## config.mk

```make
export PLATFORM = sky130hd
export DESIGN_NAME = iq_upsampler
export DESIGN_NICKNAME = d
export VERILOG_FILES = /design/src/rtl/iq_upsampler_pkg.sv /design/src/rtl/iq_upsampler_lane.sv /design/src/rtl/iq_upsampler.sv
export SDC_FILE = /design/constraint.sdc
export NUM_CORES = 1
export LEC_CHECK = 0
export ABC_AREA = 1
export BUFFER_PORTS_ARGS = -buffer_cell sky130_fd_sc_hd__buf_2
export CAP_MARGIN = 20
export CORE_ASPECT_RATIO = 0.75
export CORE_MARGIN = 2
export CORE_UTILIZATION = 39
export DETAILED_ROUTE_END_ITERATION = 10
export PLACE_DENSITY_LB_ADDON = 0.2
export SETUP_SLACK_MARGIN = 0.15
export SLEW_MARGIN = 0
export SYNTH_ARGS = -nofsm -noshare
export SYNTH_HDL_FRONTEND = slang
export SYNTH_SLANG_ARGS = --single-unit
```

## constraint.sdc

```tcl
create_clock -name clk -period 8.1 [get_ports clk]
set_input_delay 0 -clock clk [delete_from_list [all_inputs] [get_ports clk]]
set_output_delay 0 -clock clk [all_outputs]
set_load 0.02 [all_outputs]
```

## src/rtl/iq_upsampler_pkg.sv

```systemverilog
// Shared definitions for the IQ upsampler: mode encodings and lane sizing helper.
package iq_upsampler_pkg;

    typedef enum logic [1:0] {
        MODE_ZERO   = 2'd0,
        MODE_HOLD   = 2'd1,
        MODE_LINEAR = 2'd2,
        MODE_RSVD   = 2'd3
    } mode_e;

    // Width of the interpolation product: (WIDTH+1)-bit difference times a phase index.
    function automatic int unsigned lane_prod_width(input int unsigned width,
                                                    input int unsigned max_ratio_log2);
        return width + 1 + max_ratio_log2;
    endfunction

endpackage

```

## src/rtl/iq_upsampler_lane.sv

```systemverilog
// One lane of the upsampler: holds cur/prev samples and produces the registered
// zero-stuff / hold / linear output for the phase supplied by the top level.
module iq_upsampler_lane
    import iq_upsampler_pkg::*;
#(
    parameter int unsigned WIDTH          = 16,
    parameter int unsigned MAX_RATIO_LOG2 = 3
) (
    input  logic                                    clk,
    input  logic                                    rst,
    input  logic                                    i_load,
    input  logic [WIDTH-1:0]                        i_sample,
    input  logic [1:0]                              i_mode,
    input  logic [$clog2(MAX_RATIO_LOG2+1)-1:0]     i_ratio,
    input  logic [MAX_RATIO_LOG2-1:0]               i_k,
    input  logic                                    i_sat,
    input  logic                                    i_en,
    output logic [WIDTH-1:0]                        o_data
);

    localparam int unsigned PW = lane_prod_width(WIDTH, MAX_RATIO_LOG2);

    logic [WIDTH-1:0]        r_cur;
    logic [WIDTH-1:0]        r_prev;
    logic [WIDTH-1:0]        r_out;

    logic [WIDTH-1:0]        w_cur_d;
    logic [WIDTH-1:0]        w_prev_d;
    logic signed [WIDTH:0]   w_diff;
    logic signed [PW-1:0]    w_prod;
    logic [WIDTH-1:0]        w_lin;
    logic [WIDTH-1:0]        w_res;

    // The output register sees the post-load samples so k=0 appears one cycle after in_val.
    assign w_cur_d  = i_load ? i_sample : r_cur;
    assign w_prev_d = i_load ? r_cur : r_prev;

    assign w_diff = $signed({w_cur_d[WIDTH-1], w_cur_d}) - $signed({w_prev_d[WIDTH-1], w_prev_d});
    assign w_prod = PW'(w_diff) * $signed({{(PW-MAX_RATIO_LOG2){1'b0}}, i_k});

    // The interpolated point lies between prev and cur, so modular WIDTH-bit addition is exact.
    assign w_lin = WIDTH'(w_prod >>> i_ratio) + w_prev_d;

    // Select the per-mode output; linear falls back to cur when R=1 or when late.
    always_comb begin
        w_res = w_cur_d;
        case (mode_e'(i_mode))
            MODE_ZERO:   w_res = (i_k == '0) ? w_cur_d : '0;
            MODE_LINEAR: begin
                if (!i_sat && (i_ratio != '0)) begin
                    w_res = w_lin;
                end
            end
            default:     w_res = w_cur_d;
        endcase
    end

    // Sample history and registered output.
    always_ff @(posedge clk) begin
        if (rst) begin
            r_cur  <= '0;
            r_prev <= '0;
            r_out  <= '0;
        end else begin
            r_cur  <= w_cur_d;
            r_prev <= w_prev_d;
            r_out  <= i_en ? w_res : '0;
        end
    end

    assign o_data = r_out;

endmodule

```

## src/rtl/iq_upsampler.sv

```systemverilog
// Multi-lane IQ upsampler by 2^ratio_log2 with zero-stuff, hold and linear modes.
// Owns the shared phase counter, latched mode/ratio and the sticky flags.
module iq_upsampler
    import iq_upsampler_pkg::*;
#(
    parameter int unsigned WIDTH          = 16,
    parameter int unsigned CHANNELS       = 2,
    parameter int unsigned MAX_RATIO_LOG2 = 3
) (
    input  logic                                    clk,
    input  logic                                    rst,
    input  logic [$clog2(MAX_RATIO_LOG2+1)-1:0]     ratio_log2,
    input  logic [1:0]                              mode,
    input  logic [CHANNELS*WIDTH-1:0]               in_data,
    input  logic                                    in_val,
    input  logic                                    clear_flags,
    output logic [CHANNELS*WIDTH-1:0]               out_data,
    output logic                                    out_val,
    output logic [MAX_RATIO_LOG2-1:0]               out_phase,
    output logic                                    overrun,
    output logic                                    underrun
);

    localparam int unsigned RW  = $clog2(MAX_RATIO_LOG2 + 1);
    localparam int unsigned PHW = MAX_RATIO_LOG2;

    logic [PHW-1:0] r_phase;
    logic [RW-1:0]  r_ratio;
    logic [1:0]     r_mode;
    logic           r_late;
    logic           r_out_val;
    logic           r_overrun;
    logic           r_underrun;

    logic [PHW-1:0] w_last_phase;
    logic           w_last;
    logic [RW-1:0]  w_ratio_in;
    logic [1:0]     w_mode_in;
    logic [PHW-1:0] w_phase_d;
    logic [RW-1:0]  w_ratio_d;
    logic [1:0]     w_mode_d;
    logic           w_late_d;
    logic           w_run_d;
    logic           w_ov_set;
    logic           w_un_set;

    // R-1 as a mask: shifting all-ones left by ratio leaves the low ratio bits clear.
    assign w_last_phase = ~({PHW{1'b1}} << r_ratio);
    assign w_last       = (r_phase == w_last_phase);

    assign w_ratio_in = (ratio_log2 > RW'(MAX_RATIO_LOG2)) ? RW'(MAX_RATIO_LOG2) : ratio_log2;
    assign w_mode_in  = (mode == MODE_RSVD) ? MODE_HOLD : mode;

    // Mode and ratio only change on in_val, so a period is never reshaped midway.
    assign w_mode_d  = in_val ? w_mode_in : r_mode;
    assign w_ratio_d = in_val ? w_ratio_in : r_ratio;
    assign w_phase_d = (in_val || w_last) ? '0 : r_phase + PHW'(1);
    assign w_run_d   = r_out_val | in_val;

    // Late: the period wrapped without a new sample. Linear then holds at cur
    // (interpolation saturated at the end of the segment) until the next in_val.
    assign w_late_d = in_val ? 1'b0 : ((r_out_val && w_last) ? 1'b1 : r_late);

    assign w_ov_set = in_val & r_out_val & ~w_last;
    assign w_un_set = r_out_val & w_last & ~in_val;

    // Shared control state and sticky flags; a set in the clear cycle wins.
    always_ff @(posedge clk) begin
        if (rst) begin
            r_phase    <= '0;
            r_ratio    <= '0;
            r_mode     <= MODE_HOLD;
            r_late     <= 1'b0;
            r_out_val  <= 1'b0;
            r_overrun  <= 1'b0;
            r_underrun <= 1'b0;
        end else begin
            r_phase    <= w_phase_d;
            r_ratio    <= w_ratio_d;
            r_mode     <= w_mode_d;
            r_late     <= w_late_d;
            r_out_val  <= w_run_d;
            r_overrun  <= w_ov_set | (r_overrun & ~clear_flags);
            r_underrun <= w_un_set | (r_underrun & ~clear_flags);
        end
    end

    for (genvar g = 0; g < CHANNELS; g++) begin : g_lane
        iq_upsampler_lane #(
            .WIDTH          (WIDTH),
            .MAX_RATIO_LOG2 (MAX_RATIO_LOG2)
        ) u_lane (
            .clk      (clk),
            .rst      (rst),
            .i_load   (in_val),
            .i_sample (in_data[g*WIDTH +: WIDTH]),
            .i_mode   (w_mode_d),
            .i_ratio  (w_ratio_d),
            .i_k      (w_phase_d),
            .i_sat    (w_late_d),
            .i_en     (w_run_d),
            .o_data   (out_data[g*WIDTH +: WIDTH])
        );
    end

    assign out_val   = r_out_val;
    assign out_phase = r_phase;
    assign overrun   = r_overrun;
    assign underrun  = r_underrun;

endmodule

```

==> results.tsv, run 1 <==
metric	value	unit
outcome	complete, no violations	
insertion_delay	370	ps
max_stage_delay	480	ps
power_per_cell_area	154	nW/um^2
synth_area	11200	sq um
die_y	151	um
synth-seq-cells	107	
slew_headroom	31.1	%
grt_pass1_vias	9854	
p_leak	6.55	nW
portBuffers	77	
synth.distinct_cells	48	
endpoint_kind	flip-flop	
rows	53	
fmax	144	MHz
first_iter_violations	836	
peakVddDrop	0.0818	mV
path_delay_family	adder cells	
stdcell_area	12200	sq um
synth_seq_area_share	19.2	%
synthFlopType	dfxtp_1	
critical_path_class	flip-flop to flip-flop	
tightestPinTransition	1030	ps
viasPerCell	5.05	
cts_max_path_buffers	2	
ant_nets	0	
gr-total-overflow	0	
post_cts_buffers	0	
worstPathMaxFanout	5	
async_reset_ff_share	0	%
drc	0	
dieArea	30000	sq um
yosys_warnings	0	
required	8360	ps
htreeDepth	3	
grt_pass1_wl	51800	um
setup_viol	0	
design.core.area	28100	sq um
post_dp_cell_area	11900	sq um
period_needed	6960	ps
slew_violations	0	
place_congestion	0.899	
root_buffer	clkbuf_16	
tns	0	ps
synth_fp_nets	1886	
cpMaxStageDelayCell	fa_1	
hold_viol	0	
grt_max_degree	76	
dr_total_vias	10700	
drt-pass1-iter-count	5	
syn2layout_area_growth	9.68	%
place_inst	2093	
holdCritPathClass	input port to flip-flop	
n_fill_cell	3047	
finClkSkew	10.4	ps
path_buf_inv	3	
diodes	0	
cp.arrival	7220	ps
track_usage	21.7	%
rsz0062_at_grt	no	
cts.sinks	107	
cpMostUsedCell	nand2_1	
post-route-util	43.5	%
initial_utilization	39.7	%
dp_hpwl	24600	um
layout_commonest_cell	inv_1	
dieWidth	199	um
crit_path_start_kind	flip-flop	
wire_per_inst	14.8	um
fin_crit_sh	85.9	%
numCtsBuffers	9	
maxCapViolations	0	
drive_gt1_share	11.7	%
synth-edff-count	0	
cts_tree	built	
nets	1932	
syn-instance-count	1677	
layout.cells.non_filler	2113	
final_cell_mix	inv_1, nand2_1, nor2_1	
clkTransAtPathRegs	80	ps
antenna_found_initial	0	
routed_wl	31300	um
io_pins	78	
syn_area_per_cell	6.66	sq um
power breakdown:
group	switching, mW	internal [mW]
logic	0.556	0.294
registers	0.0122	0.560
clock network	0.216	0.252
total	0.784	1.11
cell type report:
type                    count  area [sq um]  area share (%)
multi-input cells        1233          7750            63.3
clock buffers              10           239            1.95
flip-flops and latches    107          2140            17.5
clock inverters             6          73.8           0.603
well taps                 385           482            3.93
inverters                 283          1060            8.68
repair buffers             89           490            4.01
routing by layer:
metal / share of wire (%) / vias to the layer above / track usage, %
met5: 0 / - / 0
met4: 0.57 / 0 / 3.00
met3: 6.6 / 11 / 2.93
met2: 38 / 311 / 30.4
met1: 55 / 4875 / 35.0
li1: - / 5465 / -
timing repair:
item                                    4_1_cts  5_1_grt
endpoints found under the setup margin        0        0
endpoints found under the hold margin         4        0
gates resized for setup                       0        0
hold buffers                                  3        0
sequential cells by signal, indices dropped and copies added, names as in the netlist:
name / flops
g_lane.u_lane.o_data: 32
g_lane.u_lane.r_cur: 32
g_lane.u_lane.r_prev: 32
out_phase: 3
r_mode: 2
r_ratio: 2
out_val: 1
overrun: 1
r_late: 1
underrun: 1
per-stage QoR:
stage	hold WS [ps]	worst slack (ps)	power [mW]
after detailed placement	277	884	1.42
after global routing	43.7	436	2.04
final	8.90	1140	1.89
after CTS	7.87	1220	1.89
after floorplan	175	1570	1.22
after global placement	269	1030	1.42
tightest hold or removal path, delay by kind of cell:
kind	cells	cell delay [ps]
compound gates	1	90
buf+inv	1	70
simple gates	2	170
cell families (layout without fill, tap and decap cells):
kind of cell | after synthesis | after routing | synth area share, %
muxes | 9 | 9 | 0.807
AOI/OAI and AO/OA | 360 | 360 | 17.3
adders and majority gates | 169 | 169 | 21.4
buffers and inverters | 337 | 388 | 11.4
xor gates and xnor gates | 65 | 65 | 5.10
DFF | 107 | 107 | 19.2
and+or+nand+nor | 630 | 630 | 24.9
synthesized netlist by cell type, types with 4 or more instances:
cell type	instances	area (sq um)
fa_1	36	721
nand3_4	4	70.1
nor2_2	4	25.0
a21o_1	5	37.5
ha_1	133	1660
mux2i_1	9	90.1
o21ai_0	162	811
o22ai_1	8	50.1
o21ai_1	14	70.1
inv_2	6	22.5
o21ai_2	6	52.6
buf_2	4	20.0
xnor2_1	25	219
clkbuf_1	44	165
xor2_1	40	350
nand4_1	4	25.0
a31oi_1	5	31.3
buf_1	6	22.5
nand2_1	260	976
a21oi_1	139	696
nor3_1	7	35.0
inv_1	277	1040
nand3_1	76	380
nor2_1	192	721
dfxtp_1	107	2140
or2_2	68	425
nand3b_1	4	30.0
final timing paths:
| path | startpoint | endpoint | slack, ps | cells after the start |
|---|---|---|---|---|
| min reg2reg | overrun$_SDFF_PP0_ | overrun$_SDFF_PP0_ | 470 | 2 |
| min | in_data[21] | g_lane[1].u_lane.r_cur[5]$_SDFF_PP0_ | 9 | 4 |
| max | g_lane[0].u_lane.r_cur[1]$_SDFF_PP0_ | g_lane[0].u_lane.o_data[14]$_SDFF_PP0_ | 1140 | 31 |
| max reg2reg | g_lane[0].u_lane.r_cur[1]$_SDFF_PP0_ | g_lane[0].u_lane.o_data[14]$_SDFF_PP0_ | 1140 | 31 |
(Power assumes the default switching activity.)
==> inputs of run 2 (changes only) <==
--- a/config.mk
+++ b/config.mk
@@ -10,7 +10,7 @@
 export CAP_MARGIN = 20
 export CORE_ASPECT_RATIO = 0.75
 export CORE_MARGIN = 2
-export CORE_UTILIZATION = 39
+export CORE_UTILIZATION = 63
 export DETAILED_ROUTE_END_ITERATION = 10
 export PLACE_DENSITY_LB_ADDON = 0.2
 export SETUP_SLACK_MARGIN = 0.15
==> constraint.sdc (replaced) <==
create_clock -name clk -period 6.91 [get_ports clk]
set_input_delay 0 -clock clk [delete_from_list [all_inputs] [get_ports clk]]
set_output_delay 0 -clock clk [all_outputs]
set_load 0.05 [all_outputs]
==> results.tsv, run 2 (synthesis results as in run 1) <==
metric	value	unit
grt_pass1_vias	9908	
rsz0062_at_grt	yes	
htreeDepth	3	
layout.cells.non_filler	2008	
finClkSkew	21.3	ps
cts.sinks	107	
gr-total-overflow	0	
p_seq_share	28.0	%
max_stage_delay	410	ps
power_per_cell_area	188	nW/um^2
dp_hpwl	24700	um
required	7140	ps
initial_utilization	63.8	%
tns	0	ps
drive_gt1_share	18.0	%
slew_headroom	41.5	%
grt_pass1_wl	50500	um
endpoint_kind	flip-flop	
numCtsBuffers	9	
dr_total_vias	11400	
setup_slack	464	ps
intPower	1.33	mW
cpMostUsedCell	nand2_1	
finalPower	2.40	mW
slew_violations	0	
maxCapViolations	0	
cp.arrival	6670	ps
cpMaxStageDelayCell	fa_1	
layout_commonest_cell	inv_1	
worstPathMaxFanout	5	
hold_viol	0	
ant_nets	0	
fin_crit_sh	93.3	%
cts_tree	built	
peakVddDrop	0.121	mV
root_buffer	clkbuf_16	
wire_per_inst	16.2	um
diodes	0	
dieWidth	158	um
insertion_delay	370	ps
setup_viol	0	
switching_power	1.07	mW
hold_ws	20.4	ps
p_clk_share	21.9	%
crit_path_start_kind	flip-flop	
fmax	155	MHz
dpl_worst_slack	-71.5	ps
p_leak	6.78	nW
die_y	119	um
sw_frac_of_total	44.6	%
dieArea	18800	sq um
post_dp_cell_area	11900	sq um
antenna_found_initial	0	
design.core.area	17500	sq um
syn2layout_area_growth	14.1	%
tightestPinTransition	876	ps
first_iter_violations	1342	
stdcell_area	12700	sq um
place_inst	1969	
portBuffers	77	
clkTransAtPathRegs	90	ps
holdCritPathClass	input port to flip-flop	
final_cell_mix	inv_1, nand2_1, nor2_1	
cts_max_path_buffers	2	
place_congestion	0.984	
track_usage	33.9	%
routed_wl	32500	um
io_pins	78	
post-route-util	72.8	%
grt_max_degree	76	
period_needed	6450	ps
nets	1970	
critical_path_class	flip-flop to flip-flop	
viasPerCell	5.66	
outcome	complete, no violations	
drc	0	
rows	42	
combPwrFrac	50.1	%
drt-pass1-iter-count	8	
==> run 2: cell types whose count changed in the layout (fill, tap and decap cells not counted), moves of 7 or more <==
cell and delta:
a21oi_1 -14, xor2_1 -10, nand2_2 +7, buf_4 +38, a21oi_2 +13, xor2_2 +10
o21ai_0 -19, o21ai_1 +7, o21ai_2 +12, nand2_1 -7, ha_1 -10
==> run 2: layout make-up <==
type | count | area, sq um
fill | 1477 | 4760
clock inverter | 7 | 71.3
inverter | 283 | 1060
clock buffer | 9 | 225
sequential | 107 | 2140
multi-input combinational | 1233 | 8150
timing repair buffer | 127 | 782
tap | 242 | 303
==> run 2: per-layer routing <==
layer  routed length [um]  up-vias  global-route usage (%)
li1                     -     5535                       -
met1                15600     5183                    54.9
met2                12700      610                    45.3
met3                 3940       36                    7.79
met4                  291        0                    5.40
met5                    0        -                       0
==> run 2: power by group through the flow <==
stage          clock network (mW)  registers [mW]  logic [mW]
5_1_grt                     0.550           0.676        1.31
3_3_place_gp                    0           0.683        1.03
4_1_cts                     0.527           0.671        1.06
2_1_floorplan                   0           0.734       0.729
3_5_place_dp                    0           0.684        1.05
6_report                    0.526           0.672        1.20
==> run 2: critical path, delay by kind of cell, from the launching register on <==
kind	cells	cell delay, ps
flip-flops	1	320
adder cells (fa/ha/maj)	5	1530
AO/OA/AOI/OAI	14	1820
XOR/XNOR	2	320
buffers and inverters	6	660
AND/OR/NAND/NOR	15	1660
==> run 2: final timing paths <==
| kind | start | to | slack [ps] | depth (start not counted) |
|---|---|---|---|---|
| max | g_lane[1].u_lane.r_cur[2]$_SDFF_PP0_ | g_lane[1].u_lane.o_data[15]$_SDFF_PP0_ | 460 | 42 |
| min | in_data[24] | g_lane[1].u_lane.r_cur[8]$_SDFF_PP0_ | 20 | 4 |
| max reg2reg | g_lane[1].u_lane.r_cur[2]$_SDFF_PP0_ | g_lane[1].u_lane.o_data[15]$_SDFF_PP0_ | 460 | 42 |
| min reg2reg | underrun$_SDFF_PP0_ | underrun$_SDFF_PP0_ | 460 | 2 |
==> run 2: repair_timing <==
action / 4_1_cts / 5_1_grt
endpoints found under the hold margin: 3 / 0
buffers inserted: 0 / 21
setup endpoints to repair: 2 / 14
hold buffers: 2 / 0
gates resized for setup: 2 / 99
pin swaps: 0 / 29
